$ cat src/rtl/reg_write_arbiter.sv
// Shares one W-bit register among N requesters using round-robin grant and 4-phase ack.
// Define FIXED_PRIO_EN for fixed priority, where the lowest index wins and ptr stays at 0.
module reg_write_arbiter #(
    parameter int unsigned N = 4,
    parameter int unsigned W = 8
) (
    input  logic           Clk,
    input  logic           Rst,
    input  logic [N-1:0]   Req,
    input  logic [W*N-1:0] Data,
    output logic [N-1:0]   Gnt,
    output logic [N-1:0]   Ack,
    output logic [W-1:0]   Q,
    output logic           Busy,
    output logic [7:0]     WrCount
);

    localparam int unsigned IW = (N > 1) ? $clog2(N) : 1;

    typedef enum logic [1:0] {StIdle, StLoad, StAck} state_e;

    state_e          state_q, state_d;
    logic [IW-1:0]   idx_q, idx_d;
    logic [IW-1:0]   ptr_q, ptr_d;
    logic [N-1:0]    gnt_q, gnt_d;
    logic [N-1:0]    ack_q, ack_d;
    logic [W-1:0]    q_q, q_d;
    logic [7:0]      cnt_q, cnt_d;

    logic [IW-1:0]   win_idx;
    logic            win_found;
    logic [IW-1:0]   cand_idx;
    logic [W-1:0]    sel_data;

    // Search upward from ptr with wrap; under fixed priority ptr stays 0.
    always_comb begin
        win_idx   = '0;
        win_found = 1'b0;
        cand_idx  = '0;
        for (int k = 0; k < int'(N); k++) begin
            cand_idx = IW'((int'(ptr_q) + k) % int'(N));
            if (!win_found && Req[cand_idx]) begin
                win_found = 1'b1;
                win_idx   = cand_idx;
            end
        end
    end

    always_comb begin
        sel_data = '0;
        for (int k = 0; k < int'(N); k++) begin
            if (idx_q == IW'(k)) begin
                sel_data = Data[k*W +: W];
            end
        end
    end

    always_comb begin
        state_d = state_q;
        idx_d   = idx_q;
        ptr_d   = ptr_q;
        gnt_d   = gnt_q;
        ack_d   = ack_q;
        q_d     = q_q;
        cnt_d   = cnt_q;
        unique case (state_q)
            StIdle: begin
                if (win_found) begin
                    gnt_d   = {{(N-1){1'b0}}, 1'b1} << win_idx;
                    idx_d   = win_idx;
                    state_d = StLoad;
                end
            end
            StLoad: begin
                q_d     = sel_data;
                ack_d   = {{(N-1){1'b0}}, 1'b1} << idx_q;
                cnt_d   = cnt_q + 8'd1;
                state_d = StAck;
            end
            StAck: begin
                if (!Req[idx_q]) begin
                    gnt_d   = '0;
                    ack_d   = '0;
`ifndef FIXED_PRIO_EN
                    ptr_d   = (idx_q == IW'(N - 1)) ? '0 : idx_q + IW'(1);
`endif
                    state_d = StIdle;
                end
            end
            default: state_d = StIdle;
        endcase
    end

    always_ff @(posedge Clk or posedge Rst) begin
        if (Rst) begin
            state_q <= StIdle;
            idx_q   <= '0;
            ptr_q   <= '0;
            gnt_q   <= '0;
            ack_q   <= '0;
            q_q     <= '0;
            cnt_q   <= '0;
        end else begin
            state_q <= state_d;
            idx_q   <= idx_d;
            ptr_q   <= ptr_d;
            gnt_q   <= gnt_d;
            ack_q   <= ack_d;
            q_q     <= q_d;
            cnt_q   <= cnt_d;
        end
    end

    assign Gnt     = gnt_q;
    assign Ack     = ack_q;
    assign Q       = q_q;
    assign Busy    = (state_q != StIdle);
    assign WrCount = cnt_q;

endmodule

$ cat config.mk
export PLATFORM = sky130hd
export DESIGN_NAME = reg_write_arbiter
export DESIGN_NICKNAME = d
export VERILOG_FILES = /design/src/rtl/reg_write_arbiter.sv
export SDC_FILE = /design/constraint.sdc
export NUM_CORES = 1
export LEC_CHECK = 0
export ABC_CLOCK_PERIOD_IN_PS = 3200
export BUFFER_PORTS_ARGS = -buffer_cell sky130_fd_sc_hd__buf_2
export CAP_MARGIN = 40
export CORE_UTILIZATION = 52
export CTS_CLUSTER_DIAMETER = 100
export DETAILED_ROUTE_END_ITERATION = 10
export HOLD_SLACK_MARGIN = 0.03
export PLACE_DENSITY_LB_ADDON = 0.1
export SLEW_MARGIN = 20
export SYNTH_ARGS = -nofsm -noshare
export SYNTH_HDL_FRONTEND = slang
export SYNTH_SLANG_ARGS = --single-unit
$ cat constraint.sdc
create_clock -name Clk -period 3.2 [get_ports Clk]
set_clock_uncertainty 0.15 [all_clocks]
set_input_delay 0.16 -clock Clk [delete_from_list [all_inputs] [get_ports Clk]]
set_output_delay 0.16 -clock Clk [all_outputs]
set_load 0.02 [all_outputs]
==> results.txt <==
Across every metal layer, demand over resource in global routing totals 25.5%. The post-detailed-route DRC marker count came out at 6. The sequential area share after synthesis is 46.4%. The checks that failed: design-rule violations. The final-report hold violation count came out at 0. The tightest slew margin relative to the limit came out at 55.2%.

The worst path required time came out at 3310 ps. The global-route wire length before repair came out at 6.37 mm. After clock tree synthesis, the clock-pin slew on the worst setup and hold paths is 90 ps.

The net count after synthesis came out at 215. The final hold slack is 56.7 ps. The routability-driven placement congestion ratio came out at 0.774. The die area is 3340 um2. The via count of the first global-routing pass came out at 1425. The run finished, with violations left.

The met1 wire length came out at 1.70 mm. Once placement finished, the instance area stood at 1940 um2. The detailed-routing iteration count for the pre-antenna-repair pass is 7. The remaining number of nets flagged by the antenna check after routing came out at 0. The synthesized netlist occupies a cell area of 1620 um2. Tracing the worst setup path back leads to its startpoint at idx_q[1]. The number of max-capacitance violations reported came out at 0. The layout has 223 filler cells. The startpoint identified for the worst hold timing path is Data[17]. The worst setup slack before clock tree synthesis is 1140 ps. The post-cts resize count is 0. The total number of placement rows came out at 19. The I/O pin count is 63. For this block, the initial DRC count from the detailed router was 85.

The number of clock sinks is 30. The post-route non-filler standard cell count came out at 276. The overall die width is 57.8 um. Once layout is complete, the utilization of the core stands at 75.1%. On the critical path, the stage with the largest delay is an instance of sky130_fd_sc_hd__dlygate4sd3_1.

Once routing completed, OpenROAD measured the worst setup slack at 462 ps. The type of destination of the critical path is a register. The overall power consumption came out at 2.06 mW. The number of post-CTS setup repair buffers came out at 0.

The post-synthesis average cell area came out at 9.41 um2. The number of enable flip-flop cells after synthesis came out at 0. The setup path with the least slack is of type reg -> reg. The post-synthesis cell type count is 34.

In this run the biggest area consumer among cell types represents 46.4% of the synthesized area. Setup slack on the worst reg-to-reg path comes out at 460 ps. Of the available clock period, the critical path in the final layout requires 85.5%. The final design instance area without fill came out at 2140 um2. For this run, the post-layout net count is 289. The actual slew at the worst max-slew pin came out at 671 ps. The height of the die came out at 57.8 um. Counting cells, the worst reg-to-reg path comes to 7. The fraction of registers with async set/reset is 100%. The prevailing post-synth register cell is sky130_fd_sc_hd__dfrtp_1. The number of stages on the worst hold path is 4. Across the whole layout, storage elements account for 751 um2.

The number of inserted diodes is 0. The analysis attributes to cell leakage a power of 1.09 nW. Clock tree synthesis selected as its root buffer the cell sky130_fd_sc_hd__clkbuf_4.

The final critical-path required period is 2740 ps. The wire length on met3 came out at 202 um. The number of buffers created by CTS is 5. The longest individual stage delay on the worst path is 600 ps. The peak clock frequency supported by timing came out at 365 MHz.

Detailed routing inserted a total of 1555 vias. The number of port buffers came out at 62. Summed over all nets, the switching power comes to 907 uW. Synthesis produced 172 cells.

TritonCTS built the clock tree. Combinational logic burns 56.8% of the power. At the later pin of the worst-skew pair, clock insertion delay measures 320 ps. Data on the critical path arrives at its endpoint at 2840 ps. The highest layer touched by signal routing is met4.

The average wire per cell in the routed design is 14.5 um. The layout overhead on the synthesized area is 32.4%. The startpoint identified for the worst register-to-register timing path is idx_q[1].

The starting density of the core came out at 56.8%. The number of synthesized register bits came out at 30. The sort of element at the start of the critical path is a register. The path category of the worst min-delay check is in -> reg. The number of max-slew violations in the final report was 0. The core area is 2850 um2. The amount of wire on met2 after detailed routing is 1.98 mm. The total setup violations reported at the end of the flow is 0. The signal on the critical path passes through inv_1 -> ha_1 -> nor2b_1 -> a221oi_1 -> a211o_1 -> a21oi_1 -> dlygate4sd3_1. Once placement completed, the tool counted placed cells totaling 255. Along the worst path, the maximum fanout reaches 10. The sum of negative setup slack is 0 ps. The fraction of final layout cells sized beyond drive strength 1 came out at 31.8%. The clock group share of total power is 10.6%. The number of levels the H-tree was split into came out at 2. By area the synthesized netlist is led by sky130_fd_sc_hd__dfrtp_1, sky130_fd_sc_hd__a21oi_1, sky130_fd_sc_hd__nand2_1, sky130_fd_sc_hd__a211o_1, sky130_fd_sc_hd__a221oi_1.

The cell type with the largest total area after synthesis is sky130_fd_sc_hd__dfrtp_1. The cell internal power dissipation is 1.15 mW. Setup repair after global routing left no endpoint under its margin. The number of buffers on the longest clock path came out at 2. The number of antenna violations at the first check in global routing is 0. The total number of yosys warnings came out at 0. The maximum resistive drop on vdd is 0.617 mV. The global route total overflow came out at 0.

The routed wire length is 4.00 mm. The via count normalized by instance count came out at 5.63. The worst hold path terminates at Q[1]. The fraction of power spent switching nets is 44.0%. The HPWL after detailed placement came out at 2.68 mm.

Entering global routing, the biggest net connects 19 pins. The power density normalized to cell area is 962 nW/um2. The share of power burned in registers is 32.6%. The multi-input combinational cell area came out at 763 um2. In this run the critical register-to-register path is captured at Q[4].
-- power by group through the flow --
stage          sequential, mW  combinational, mW  clock [mW]
2_1_floorplan           0.795              0.655           0
3_3_place_gp            0.667               1.02           0
3_5_place_dp            0.680               1.04           0
4_1_cts                 0.672               1.15       0.225
5_1_grt                 0.698               1.27       0.240
6_report                0.673               1.17       0.219
-- cells by family (layout without fill, tap and decap cells) --
kind of cell	count (synthesis)	count (layout)	share of synthesized area, %
XOR/XNOR	7	7	3.79
AO/OA/AOI/OAI	53	53	21.8
AND/OR/NAND/NOR	46	46	14.1
adder cells (fa/ha/maj)	5	5	3.86
multiplexers	4	4	3.63
buffers and inverters	27	100	6.49
flip-flops	30	30	46.4
-- sequential cells by signal, summed over array words and instances (netlist names) --
signal   cells
Gnt          4
Q            8
idx_q        2
ptr_q        2
Ack          4
WrCount      8
state_q      2
-- repair_timing --
item,4_1_cts,5_1_grt
hold endpoints to repair,23,0
setup endpoints to repair,0,0
hold buffers,15,0
-- layout make-up --
class	count	area share, %
Sequential cell	30	35.0
Clock buffer	6	2.39
Inverter	15	2.63
Multi-Input combinational cell	115	35.6
Timing Repair Buffer	79	22.5
Tap cell	31	1.81
-- cells in the mapped netlist, drive strengths merged (3+ instances only) --
cell type,instances
o31ai,4
a221oi,8
nor2b,3
clkbuf,10
nand2b,3
nor2,11
dfrtp,30
a21oi,20
inv,15
a211o,8
o32ai,3
ha,5
o21ai,8
nand2,19
xnor2,5
-- cell usage in the layout, fill, tap and decap left out, types with 2 or more instances in the layout --
cell type                       instances
sky130_fd_sc_hd__nand2_1               19
sky130_fd_sc_hd__o31ai_1                4
sky130_fd_sc_hd__nor2_1                11
sky130_fd_sc_hd__a211o_1                8
sky130_fd_sc_hd__xor2_1                 2
sky130_fd_sc_hd__a21oi_1               20
sky130_fd_sc_hd__xnor2_1                5
sky130_fd_sc_hd__o21ai_0                8
sky130_fd_sc_hd__or2_2                  2
sky130_fd_sc_hd__dfrtp_1               30
sky130_fd_sc_hd__ha_1                   5
sky130_fd_sc_hd__nand2b_1               3
sky130_fd_sc_hd__a221oi_1               8
sky130_fd_sc_hd__inv_1                 14
sky130_fd_sc_hd__buf_2                 62
sky130_fd_sc_hd__dlygate4sd3_1         15
sky130_fd_sc_hd__clkbuf_4               5
sky130_fd_sc_hd__o32ai_1                3
sky130_fd_sc_hd__nor2b_1                3
-- worst max-delay path, delay by kind of cell, from the launching register on --
| kind | cells | cell delay [ps] |
|---|---|---|
| AOI/OAI and AO/OA | 3 | 610 |
| adders and majority gates | 1 | 300 |
| buffers and inverters | 2 | 690 |
| DFF | 1 | 440 |
| and+or+nand+nor | 1 | 460 |
-- layer usage --
layer	GRT usage, %	up-vias
met5	0	-
li1	-	753
met4	13.3	0
met2	41.2	53
met3	5.80	14
met1	32.1	735
-- worst max path at each step --
stage	to	slack (ps)
after CTS	Q[3]	600
after global placement	ptr_q[1]	1210
final	Q[4]	460
after global routing	Q[4]	370
after detailed placement	Q[2]	1140
after floorplan	ptr_q[1]	1320
Power figures use the tool's default switching activity.
